$ cat src/rtl/tc_mul_pipe_rs.sv
// Pipelined signed/unsigned multiplier with valid/ready backpressure, arithmetic right shift,
// saturating or wrapping narrowing to OUT_W, per-result overflow flag and a sticky overflow counter.
module tc_mul_pipe_rs #(
   parameter int unsigned A_W       = 12,
   parameter int unsigned B_W       = 17,
   parameter int unsigned A_SIGNED  = 0,
   parameter int unsigned B_SIGNED  = 1,
   parameter int unsigned NUM_STAGE = 1,
   parameter int unsigned SHIFT     = 0,
   parameter int unsigned OUT_W     = 29,
   parameter int unsigned SATURATE  = 0,
   parameter int unsigned CNT_W     = 16
) (
   input  logic             ap_clk,
   input  logic             ap_rst_n,
   input  logic             in_valid,
   output logic             in_ready,
   input  logic [A_W-1:0]   din0,
   input  logic [B_W-1:0]   din1,
   output logic             out_valid,
   input  logic             out_ready,
   output logic [OUT_W-1:0] dout,
   output logic             dout_ovf,
   output logic [CNT_W-1:0] ovf_cnt,
   input  logic             ovf_clr
);

   // Full product width: exact for every signedness combination.
   localparam int unsigned PW      = A_W + B_W + 1;
   localparam bit          OSIGNED = (A_SIGNED != 0) || (B_SIGNED != 0);

   logic [NUM_STAGE-1:0] vld_q;
   logic [NUM_STAGE-1:0] vin;
   logic [NUM_STAGE-1:0] ld;

   logic                 a_top, b_top;
   logic [PW-1:0]        ax, bx;
   logic signed [PW-1:0] prod;
   logic signed [PW-1:0] p_last;
   logic signed [PW-1:0] sh;
   logic [PW:0]          se;
   logic [OUT_W-1:0]     smax, smin, satv, nar;
   logic                 ovf_n;

   logic [OUT_W-1:0]     dout_q;
   logic                 ovf_q;
   logic [CNT_W-1:0]     cnt_q;

   // Operand extension and exact product.
   always_comb begin
      a_top = (A_SIGNED != 0) ? din0[A_W-1] : 1'b0;
      b_top = (B_SIGNED != 0) ? din1[B_W-1] : 1'b0;
      ax    = {{(PW - A_W){a_top}}, din0};
      bx    = {{(PW - B_W){b_top}}, din1};
      prod  = $signed(ax) * $signed(bx);
   end

   // Load chain: a stage loads when empty or when its successor loads.
   always_comb begin
      logic carry;
      carry = out_ready;
      for (int k = int'(NUM_STAGE) - 1; k >= 0; k--) begin
         carry = !vld_q[k] || carry;
         ld[k] = carry;
      end
   end

   always_comb begin
      vin    = '0;
      vin[0] = in_valid;
      for (int k = 1; k < int'(NUM_STAGE); k++) begin
         vin[k] = vld_q[k-1];
      end
   end

   assign in_ready  = ld[0];
   assign out_valid = vld_q[NUM_STAGE-1];

   always_ff @(posedge ap_clk or negedge ap_rst_n) begin
      if (!ap_rst_n) begin
         vld_q <= '0;
      end else begin
         vld_q <= (vld_q & ~ld) | (vin & ld);
      end
   end

   generate
      if (NUM_STAGE == 1) begin : g_one
         assign p_last = prod;
      end else begin : g_pipe
         logic signed [PW-1:0] p_q [NUM_STAGE-1];

         always_ff @(posedge ap_clk or negedge ap_rst_n) begin
            if (!ap_rst_n) begin
               for (int k = 0; k < int'(NUM_STAGE) - 1; k++) begin
                  p_q[k] <= '0;
               end
            end else begin
               if (ld[0] && vin[0]) begin
                  p_q[0] <= prod;
               end
               for (int k = 1; k < int'(NUM_STAGE) - 1; k++) begin
                  if (ld[k] && vin[k]) begin
                     p_q[k] <= p_q[k-1];
                  end
               end
            end
         end

         assign p_last = p_q[NUM_STAGE-2];
      end
   endgenerate

   // Shift and narrow, feeding the last stage register.
   always_comb begin
      sh   = p_last >>> SHIFT;
      se   = {sh[PW-1], sh};
      smax = '1;
      smax[OUT_W-1] = 1'b0;
      smin = '0;
      smin[OUT_W-1] = 1'b1;
      if (OSIGNED) begin
         ovf_n = !((se[PW:OUT_W-1] == '0) || (se[PW:OUT_W-1] == '1));
         satv  = se[PW] ? smin : smax;
      end else begin
         ovf_n = (se[PW:OUT_W] != '0);
         satv  = '1;
      end
      nar = (ovf_n && (SATURATE != 0)) ? satv : se[OUT_W-1:0];
   end

   always_ff @(posedge ap_clk or negedge ap_rst_n) begin
      if (!ap_rst_n) begin
         dout_q <= '0;
         ovf_q  <= 1'b0;
         cnt_q  <= '0;
      end else begin
         if (ld[NUM_STAGE-1] && vin[NUM_STAGE-1]) begin
            dout_q <= nar;
            ovf_q  <= ovf_n;
         end
         // Clear takes priority over a same-cycle increment.
         if (ovf_clr) begin
            cnt_q <= '0;
         end else if (out_valid && out_ready && ovf_q && (cnt_q != '1)) begin
            cnt_q <= cnt_q + 1'b1;
         end
      end
   end

   assign dout     = dout_q;
   assign dout_ovf = ovf_q;
   assign ovf_cnt  = cnt_q;

endmodule

$ cat config.mk
export PLATFORM = sky130hd
export DESIGN_NAME = tc_mul_pipe_rs
export DESIGN_NICKNAME = d
export VERILOG_FILES = /design/src/rtl/tc_mul_pipe_rs.sv
export SDC_FILE = /design/constraint.sdc
export NUM_CORES = 1
export LEC_CHECK = 0
export BUFFER_PORTS_ARGS = -buffer_cell sky130_fd_sc_hd__buf_2
export CAP_MARGIN = 20
export CELL_PAD_IN_SITES_DETAIL_PLACEMENT = 1
export CELL_PAD_IN_SITES_GLOBAL_PLACEMENT = 1
export CORE_AREA = 4 4 160 162
export DETAILED_ROUTE_END_ITERATION = 12
export DIE_AREA = 0 0 164 166
export PLACE_DENSITY = 0.78
export SKIP_CTS_REPAIR_TIMING = 1
export SYNTH_ARGS = -nofsm -noshare
export SYNTH_HDL_FRONTEND = slang
export SYNTH_SLANG_ARGS = --single-unit
$ cat constraint.sdc
create_clock -name ap_clk -period 5.6 [get_ports ap_clk]
set_clock_uncertainty 0.1 [all_clocks]
set_input_delay 1.12 -clock ap_clk [delete_from_list [all_inputs] [get_ports ap_clk]]
set_output_delay 1.12 -clock ap_clk [all_outputs]
set_load 0.1 [all_outputs]
Word-level counts from Yosys, hierarchy flattened. Index checks and enable logic that the tools add are counted.

Register bits: 47. Input bits: 34. Output and inout bits: 48. Word-level logic and storage cells: 24.

$add $sub $neg: 1. Multiply operators: 1. Eq/ne operators: 2. Mux-type cells: 2. Bitwise logic cells: 4. Reductions and logical operators: 10.

Operators by type and width (count): 2-to-1 mux 16 bit (2); multiplier 13 x 17 -> 30 bit (1); adder 16 x 1 -> 16 bit (second input constant) (1); != test 16 bit (second input constant) (1); logical AND 1 bit (4); equality test 3 bit (second input constant) (1); logical NOT 3 bit (1); bitwise AND 1 bit (2); logical NOT 1 bit (2); logical OR 1 bit (2); nonzero test 2 bit (1); inverter 1 bit (1); bitwise OR 1 bit (1).

Logic depth before layout (Yosys ltp). Gate-level depths: netlist (run 1).

Depth in word-level cells: 5. Mapped depth: 23. Mapped depth without buffers: 21.

Least setup slack after synthesis (run 1). OpenSTA, ideal clock, no wires.

Kind: input-to-reg. Start: in din0[6]. End: reg ovf_q, in the netlist dout_ovf. Library setup time: 0.076 ns. Data arrival time: 6.364 ns. Data required time: 5.424 ns. Slack: -0.941 ns. Stages: 21. Buffers on the path: 2. Cell sequence: clkbuf_1 > clkbuf_1 > nand2_1 > fa_1 > inv_1 > fa_1 > fa_1 > fa_1 > inv_1 > fa_1 > inv_1 > ha_1 > a2111o_1 > o22ai_1 > a21oi_1 > nor3_1 > a21oi_1 > a221o_1 > a21oi_1 > xnor3_1 > o21ai_1.

Word-level cells in the longest chain between the ends: 4. Elaborated cells between the ends (all ways): 5. Classes of those cells: mul (1); eq/ne (1); reduce/logical (3).

RTL lines: start, declared (RTL line 18) `input logic [A_W-1:0] din0,`; multiplier 13 x 17 -> 30 bit (*) (RTL line 55) `prod = $signed(ax) * $signed(bx);`; equality test 3 bit / logical NOT 3 bit (equally long branches) (RTL line 123) `ovf_n = !((se[PW:OUT_W-1] == '0) || (se[PW:OUT_W-1] == '1));`; logical OR 1 bit (*) (RTL line 123); logical NOT 1 bit (*) (RTL line 123); end signal, assigned (RTL line 140) `ovf_q <= ovf_n;`; end, declared (RTL line 46) `logic ovf_q;`.

Every way passes the cells marked *; elsewhere a longest branch is shown, timed or not. A chain may end at the register's enable or synchronous reset.

Worst setup path in the final report (run 1).
Start: in din0[2]. End: reg ovf_q, in the netlist dout_ovf.

The elaborated chain is that of the path after synthesis.

==> impl_metrics.tcl, run 1 <==
set metrics [dict create \
    status "finished with violations" \
    violations "setup timing" \
    grtUsageTotal 0.1946 \
    grt-ovfl-total 0 \
    clockBufferDepth 2 \
    end_kind "flip-flop" \
    synth_area_leaders "fa_1 (40%), dfrtp_1 (12%), inv_1 (11%)" \
    gp_congestion 0.8627 \
    avgSynthCellArea_sq_um 8.955 \
    r2r_slack_ns 3.03 \
    yosysTopAreaCell "fa_1" \
    synth_edf_count 0 \
    yosys_most_used_dff "dfrtp_1" \
    antenna_found_initial 0 \
    slowest_stage "fa_1" \
    antenna_cells 0 \
    drt_first_pass_iters 4 \
    ctsHtreeMaxLevel 2 \
    hold-worst-slack_ns 0.3787 \
    pin_count 82 \
    crit_required_ns 5.72 \
    grt_pass1_wl_um 42860 \
    drtAntennaViolNets 0 \
    hpwl_um 22290 \
    crit_type "in2reg" \
    core_area_sq_um 24110 \
    yosys-top-cells-count "inv_1 (270), fa_1 (188), nand2_1 (153), and2_1 (92), ha_1 (70)" \
    ys_warn_count 0 \
    via_per_inst 4.808 \
    crit_cells 22 \
    worstMarginPinSlew_ns 0.9851 \
    drt_iter0_markers 254 \
    path_cells "buf_12 -> buf_6 -> and2_1 -> fa_1 -> inv_1 -> fa_1 -> inv_1 -> fa_1 -> fa_1 -> inv_1 -> fa_1 -> inv_1 -> ha_4 -> a21oi_1 -> nor3b_2 -> o211a_1 -> o211ai_2 -> a31oi_4 -> o21ai_2 -> xnor2_2 -> xnor3_1 -> o21ai_1" \
    synthCells 1061 \
    placementRows 57 \
    wl_per_cell_um 16.26 \
    crit_buf_inv 6 \
    rr_endpoint "ovf_cnt[5]$_DFFE_PN0P_" \
    clock.fmax_mhz 161.1 \
    nFillCells 2869 \
    setup_ws_ns -0.6089 \
    clock_sinks 47 \
    slew_viol_final 0 \
    startpoint "din0[2]" \
    yosys.area.top_type_share 0.3961 \
    layout-drive-gt1-share 0.2506 \
    critPathLaunchType "input port" \
    cts_buffers 5 \
    rsz0062_at_grt "yes" \
    floorplan.initialDensity 0.3942 \
    syn-num-nets 1353 \
    fin_crit_sh 1.109 \
    cp_common_cell "fa_1" \
    area.growth.synth_to_final_pct 23.86 \
    crit_path_max_fanout 8 \
    arrival_ns 6.33 \
    hold_violations 0 \
    synth.most_common_cell "inv_1" \
    synth-seq-cells 47 \
    rr_startpoint "ovf_cnt[3]$_DFFE_PN0P_" \
    portBuffers 81 \
    period_needed_ns 6.209 \
    ys_types 49 \
    place_ws_ns -0.9643 \
    hp-class "reg2reg" \
    syn_area_sq_um 9502 \
    reg2reg_depth 9 \
    grt_start_max_net_pins 48 \
    fin_nets 1540 \
    clock_latency_ns 0.29 \
    drc 0 \
    setup_viol 17 \
    maxCapViolCount 0 \
    ys_seq_area_frac 0.1238 \
    grt_pass1_vias 8844 \
    cts_tree "done" \
    max_stage_delay_ns 0.57 \
    path_clk_slew_ns 0.07 \
    die_w_um 164 \
    die_y_um 166 \
    crit_path_end "dout_ovf$_DFFE_PN0P_" \
    dieArea_sq_um 27220 \
    async_flop_share 1.000 \
    path_delay_family "adder cells" \
    ctsRootBufferMaster "clkbuf_16" \
    wl_um 25580 \
    vias 7563 \
    slew_headroom 0.3417 \
]
==> worst reg2reg max path: stages (launching register included) <==
cell       delay [ns]
dfrtp_1          0.44
and4_1           0.25
and3_1           0.24
and4_4           0.23
nand4_1          0.14
o2111ai_1        0.22
nor2_1           0.43
nand3_1          0.17
xor2_1           0.18
nor2_1           0.06
==> cell type report <==
| type | instances | area [sq um] | share of cell area |
|---|---|---|---|
| multi-input combinational | 700 | 7423 | 0.6308 |
| timing repair buffer | 224 | 1595 | 0.1356 |
| clock buffer | 6 | 138.9 | 0.01180 |
| clock inverter | 2 | 16.27 | 0.001382 |
| tap | 324 | 405.4 | 0.03445 |
| inverter | 270 | 1013 | 0.08611 |
| sequential | 47 | 1176 | 0.09994 |
==> layout by cell type, fill, tap and decap left out, types with 12 or more instances in the layout <==
| cell | synthesis | routed |
|---|---|---|
| a21oi_1 | 20 | 12 |
| buf_4 | 0 | 144 |
| xor2_1 | 23 | 23 |
| o21ai_0 | 32 | 18 |
| inv_1 | 270 | 259 |
| fa_1 | 188 | 182 |
| xnor2_1 | 21 | 17 |
| nor2_1 | 23 | 22 |
| buf_2 | 0 | 65 |
| nand2_1 | 153 | 150 |
| ha_1 | 70 | 61 |
| and2_1 | 92 | 83 |
| dfrtp_1 | 47 | 47 |
==> registers in the layout, indices dropped and copies added (netlist names), named ones only <==
name,count
dout,29
ovf_cnt,16
dout_ovf,1
==> per-stage QoR <==
step	util	area (sq um)	std cells	TNS (ns)
finish	0.4882	11770	1573	-4.742
global placement	0.4690	11310	1557	-9.385
global route	0.4882	11770	1573	-8.568
detailed placement	0.4690	11310	1557	-11.46
floorplan	-	9822	1061	-1.776
CTS	0.4754	11460	1565	-5.995
==> how the worst min path moves through the flow <==
stage / cells past startpoint / slack (ns) / start / to
2_1_floorplan: 0 / 0.72 / ap_rst_n / asynchronous set/reset pin
3_3_place_gp: 2 / 0.36 / dout[5]$_DFFE_PN0P_ / dout[5]$_DFFE_PN0P_
3_5_place_dp: 2 / 0.37 / dout[17]$_DFFE_PN0P_ / dout[17]$_DFFE_PN0P_
4_1_cts: 2 / 0.39 / dout[17]$_DFFE_PN0P_ / dout[17]$_DFFE_PN0P_
5_1_grt: 2 / 0.41 / dout[5]$_DFFE_PN0P_ / dout[5]$_DFFE_PN0P_
6_report: 2 / 0.38 / dout[19]$_DFFE_PN0P_ / dout[19]$_DFFE_PN0P_
==> cell families after synthesis <==
logic type	after synthesis	share of synthesized area
AOI/OAI and AO/OA	89	0.05992
xor gates and xnor gates	45	0.04293
adders and majority gates	258	0.4883
buffers and inverters	314	0.1248
DFF	47	0.1238
muxes	5	0.005925
and+or+nand+nor	303	0.1543
==> layer usage <==
| metal | global-route usage | vias up | share of wire |
|---|---|---|---|
| met4 | 0.06018 | 0 | 0.039 |
| met3 | 0.01613 | 60 | 0.017 |
| met5 | 0 | - | 0 |
| met2 | 0.3870 | 116 | 0.57 |
| met1 | 0.2145 | 3913 | 0.37 |
| li1 | - | 3474 | - |
Power of run 1 is left out: the tool's default activity adds up to more than one toggle a clock period on the data nets, which glitch-free logic cannot reach.
==> run 2, diff against run 1 <==
==> constraint.sdc (replaced) <==
create_clock -name ap_clk -period 7.1 [get_ports ap_clk]
set_clock_uncertainty 0.1 [all_clocks]
set_input_delay 1.42 -clock ap_clk [delete_from_list [all_inputs] [get_ports ap_clk]]
set_output_delay 1.42 -clock ap_clk [all_outputs]
set_load 0.1 [all_outputs]
==> run 2 against run 1 <==
Die area unchanged; first-iteration DRC count rose by 26%; critical path type unchanged; global-route usage decreased by 1.3 points; the run now ends clean; critical endpoint unchanged.
==> impl_metrics.tcl, run 2 (synthesized netlist as in run 1, its figures left out) <==
set metrics [dict create \
    floorplan.initialDensity 0.3942 \
    grt_pass1_vias 8117 \
    startpoint "din1[16]" \
    wl_um 23610 \
    drc 0 \
    gp_congestion 0.8054 \
    drtAntennaViolNets 0 \
    fin_nets 1409 \
    via_per_inst 4.896 \
    critPathLaunchType "input port" \
    setup_ws_ns 0.3549 \
    maxCapViolCount 0 \
    cts_buffers 5 \
    grtUsageTotal 0.1816 \
    seq_area_sq_um 1176 \
    placementRows 57 \
    cts_tree "done" \
    pin_count 82 \
    crit_buf_inv 5 \
    final_cell_mix "inv_1 (270), fa_1 (188), nand2_1 (153)" \
    arrival_ns 6.86 \
    core_area_sq_um 24110 \
    multi_input_area_sq_um 7139 \
    mostFrequentLayoutCell "inv_1" \
    place_ws_ns -0.01348 \
    clock.fmax_mhz 148.3 \
    hp-class "reg2reg" \
    grt-ovfl-total 0 \
    die_y_um 166 \
    status "finished clean" \
    layout-drive-gt1-share 0.1020 \
    min_path_cells 2 \
    dieArea_sq_um 27220 \
    slew_headroom 0.6020 \
    portBuffers 81 \
    path_clk_slew_ns 0.06 \
    clockBufferDepth 2 \
    rr_startpoint "ovf_cnt[3]$_DFFE_PN0P_" \
    area.growth.synth_to_final_pct 9.415 \
    period_needed_ns 6.745 \
    largest_reg_flops 29 \
    grt_pass1_wl_um 39850 \
    rsz0062_at_grt "no" \
    end_kind "flip-flop" \
    setup_viol 0 \
    path_cells "buf_2 -> and2_1 -> inv_1 -> fa_1 -> fa_1 -> inv_1 -> fa_1 -> inv_1 -> fa_1 -> fa_1 -> inv_1 -> ha_1 -> a2111o_1 -> o22ai_1 -> a21oi_1 -> nor3_1 -> a21oi_1 -> a221o_1 -> a21oi_1 -> xnor3_1 -> o21ai_1" \
    fin_crit_sh 0.9500 \
    path_delay_family "adder cells" \
    slowest_stage "fa_1" \
    grt_start_max_net_pins 56 \
    clock_latency_ns 0.28 \
    crit_required_ns 7.21 \
    wl_per_cell_um 16.36 \
    crit_path_max_fanout 12 \
    ctsHtreeMaxLevel 2 \
    crit_type "in2reg" \
    clock_sinks 47 \
    max_stage_delay_ns 0.56 \
    vias 7065 \
    hold_violations 0 \
    crit_cells 21 \
    reg2reg_depth 9 \
    antenna_found_initial 1 \
    die_w_um 164 \
    nFillCells 2913 \
    drt_iter0_markers 320 \
    worstMarginPinSlew_ns 0.5971 \
    drt_first_pass_iters 4 \
    ctsRootBufferMaster "clkbuf_16" \
    hpwl_um 20040 \
    cp_common_cell "fa_1" \
    slew_viol_final 0 \
    holdCritStartpoint "dout[21]$_DFFE_PN0P_" \
]
==> run 2: cell type report <==
cell class,count,area share
Sequential cell,47,0.1131
Multi-Input combinational cell,700,0.6867
Tap cell,324,0.03899
Antenna cell,1,0.0002407
Clock buffer,8,0.01504
Inverter,270,0.09748
Timing Repair Buffer,93,0.04838
==> run 2: routing by layer <==
metal,GRT usage,routed length (um),part of all wire
met2,0.3507,13420,0.57
met1,0.2096,8910,0.38
met5,0,0,0
met4,0.05543,756,0.032
met3,0.01564,518,0.022
==> run 2: worst register-to-register path, cell delays in order, from the launching register on <==
cell and delay [ns]:
dfrtp_1 0.45, and4_1 0.25, and3_1 0.24, and4_4 0.23
nand4_1 0.13, o2111ai_1 0.21, nor2_1 0.47, nand4_1 0.18
xor2_1 0.16, nor2_1 0.06
==> run 2: stage by stage <==
step / area, sq um / instances / TNS, ns / hold WS (ns) / utilization
after CTS: 10390 / 1442 / 0 / 0.3797 / 0.4309
after floorplan: 9502 / 1061 / 0 / 0.8705 / -
after global placement: 10230 / 1434 / 0 / 0.3571 / 0.4244
after detailed placement: 10230 / 1434 / -0.01348 / 0.3652 / 0.4244
after global routing: 10400 / 1443 / 0 / 0.4144 / 0.4313
final: 10400 / 1443 / 0 / 0.3752 / 0.4313
==> run 2: path summary, 6_finish.rpt <==
kind | to | slack (ns)
setup / recovery | dout_ovf$_DFFE_PN0P_ | 0.35
hold / removal | dout[21]$_DFFE_PN0P_ | 0.38
setup reg to reg | ovf_cnt[11]$_DFFE_PN0P_ | 4.50
hold reg to reg | dout[21]$_DFFE_PN0P_ | 0.38
max in group asynchronous | dout[10]$_DFFE_PN0P_ | 5.37
min in group asynchronous | ovf_cnt[15]$_DFFE_PN0P_ | 1.12
Power of run 2 is left out for the same reason.
==> run 3, diff against run 2 <==
--- a/config.mk
+++ b/config.mk
@@ -9,9 +9,9 @@
 export CAP_MARGIN = 20
 export CELL_PAD_IN_SITES_DETAIL_PLACEMENT = 1
 export CELL_PAD_IN_SITES_GLOBAL_PLACEMENT = 1
-export CORE_AREA = 4 4 160 162
+export CORE_AREA = 2 2 158 160
 export DETAILED_ROUTE_END_ITERATION = 12
-export DIE_AREA = 0 0 164 166
+export DIE_AREA = 0 0 160 162
 export PLACE_DENSITY = 0.78
 export SKIP_CTS_REPAIR_TIMING = 1
 export SYNTH_ARGS = -nofsm -noshare
==> constraint.sdc (replaced) <==
create_clock -name ap_clk -period 6.3 [get_ports ap_clk]
set_clock_uncertainty 0.1 [all_clocks]
set_input_delay 1.26 -clock ap_clk [delete_from_list [all_inputs] [get_ports ap_clk]]
set_output_delay 1.26 -clock ap_clk [all_outputs]
set_load 0.1 [all_outputs]
==> run 3 against run 2 <==
Flip-flop and latch count stayed put; die area is 4.8% lower; utilization increased by 5.5 points; critical path depth increased by 3; global-route usage up 2.1 points; setup slack got worse by 0.39 ns; clock-buffer cell count unchanged; first-iteration DRC count down 33%; cell count increased by 8.5%; the run now ends with setup timing left; register-to-register slack lost 0.82 ns; non-clock buffer count increased by 123; wire length is 10% higher.
==> impl_metrics.tcl, run 3 (synthesized netlist as in run 1, its figures left out) <==
set metrics [dict create \
    status "finished with violations" \
    violations "setup timing" \
    grt_pass1_vias 8577 \
    maxCapViolCount 0 \
    grt_pass1_wl_um 42270 \
    rr_startpoint "ovf_cnt[3]$_DFFE_PN0P_" \
    setup_ws_ns -0.03157 \
    hold_violations 0 \
    pin_count 82 \
    post-route-util 0.4867 \
    path_clk_slew_ns 0.06 \
    slew_headroom 0.6575 \
    portBuffers 81 \
    startpoint "din1[6]" \
    grt-ovfl-total 0 \
    die_y_um 162 \
    placementRows 57 \
    fin_nets 1532 \
    via_per_inst 4.801 \
    vias 7513 \
    r2r_slack_ns 3.68 \
    clock.fmax_mhz 157.9 \
    fin_crit_sh 1.005 \
    antenna_cells 0 \
    critPathLaunchType "input port" \
    clock_latency_ns 0.29 \
    period_needed_ns 6.332 \
    floorplan.initialDensity 0.3942 \
    drt_first_pass_iters 4 \
    antenna_found_initial 0 \
    final_cell_mix "inv_1 (263), fa_1 (184), nand2_1 (148)" \
    crit_required_ns 6.35 \
    arrival_ns 6.39 \
    clockBufferDepth 2 \
    grt_start_max_net_pins 56 \
    layout-drive-gt1-share 0.2288 \
    end_kind "flip-flop" \
    nFillCells 2868 \
    grtUsageTotal 0.2028 \
    setup_viol 2 \
    rr_endpoint "ovf_cnt[11]$_DFFE_PN0P_" \
    wl_um 25980 \
    dieArea_sq_um 25920 \
    cts_buffers 5 \
    drtAntennaViolNets 0 \
    ctsRootBufferMaster "clkbuf_16" \
    die_w_um 160 \
    worstMarginPinSlew_ns 0.5118 \
    ctsHtreeMaxLevel 2 \
    place_ws_ns -0.4472 \
    core_area_sq_um 24110 \
    gp_congestion 0.8401 \
    crit_path_max_fanout 7 \
    cts_tree "done" \
    hpwl_um 22430 \
    crit_type "in2reg" \
    hold-worst-slack_ns 0.3771 \
    drc 0 \
    largest_reg_flops 29 \
    crit_path_end "dout[26]$_DFFE_PN0P_" \
    slew_viol_final 0 \
    rsz0062_at_grt "yes" \
    mostFrequentLayoutCell "inv_1" \
    drt_iter0_markers 215 \
    area.growth.synth_to_final_pct 23.48 \
    wl_per_cell_um 16.60 \
    hp-class "reg2reg" \
    reg2reg_depth 9 \
    clock_sinks 47 \
]
[run 3: cell count changes in the layout (fill, tap and decap cells not counted), moves of 5 or more]
| cell | before | now |
|---|---|---|
| ha_4 | 0 | 5 |
| and2_4 | 0 | 7 |
| ha_1 | 70 | 62 |
| buf_2 | 78 | 63 |
| buf_6 | 0 | 23 |
| inv_1 | 270 | 263 |
| buf_4 | 12 | 119 |
| and2_1 | 92 | 85 |
| inv_2 | 0 | 7 |
| a21oi_1 | 20 | 15 |
| nand2_1 | 153 | 148 |
[run 3: cell type report]
class                      instances  area, sq um  share of cell area
clock buffer                       8        156.4             0.01333
sequential                        47         1176              0.1002
inverter                         270         1013             0.08638
timing repair buffer             216         1633              0.1392
tap                              324        405.4             0.03455
multi-input combinational        700         7348              0.6263
[run 3: per-layer routing]
layer,up-vias,wire length (um),global-route usage
met2,101,15120,0.4132
met3,46,434,0.01736
met1,3905,9794,0.2269
met4,0,626,0.04627
met5,-,0,0
li1,3461,-,-
[run 3: worst min-delay path by stage]
| stage | startpoint | end | slack [ns] | depth (start not counted) |
|---|---|---|---|---|
| 2_1_floorplan | ap_rst_n | asynchronous set/reset pin | 0.86 | 0 |
| 3_3_place_gp | dout[27]$_DFFE_PN0P_ | dout[27]$_DFFE_PN0P_ | 0.36 | 2 |
| 3_5_place_dp | dout[20]$_DFFE_PN0P_ | dout[20]$_DFFE_PN0P_ | 0.37 | 2 |
| 4_1_cts | dout[20]$_DFFE_PN0P_ | dout[20]$_DFFE_PN0P_ | 0.38 | 2 |
| 5_1_grt | dout[16]$_DFFE_PN0P_ | dout[16]$_DFFE_PN0P_ | 0.40 | 2 |
| 6_report | dout[20]$_DFFE_PN0P_ | dout[20]$_DFFE_PN0P_ | 0.38 | 2 |
[run 3: critical path: stages]
cell	delay (ns)
buf_4	0.13
buf_6	0.12
nand2_1	0.07
fa_1	0.53
inv_1	0.05
fa_1	0.48
fa_1	0.51
fa_1	0.57
inv_1	0.06
fa_1	0.49
inv_1	0.05
ha_2	0.17
or3_4	0.34
nor3b_2	0.18
o211a_1	0.25
o211ai_4	0.10
a31oi_4	0.23
buf_6	0.12
buf_6	0.08
buf_6	0.08
o21bai_1	0.07
a21oi_2	0.16
xor2_1	0.17
o21ai_1	0.07
[run 3: stage by stage]
stage	instances	cell area [sq um]	setup TNS, ns
final	1565	11730	-0.03237
after floorplan	1061	9585	-0.001292
after CTS	1554	11280	-0.1931
after global placement	1546	11120	-0.9350
after global routing	1565	11730	-0.3847
after detailed placement	1546	11120	-1.974
Power of run 3 is left out for the same reason.
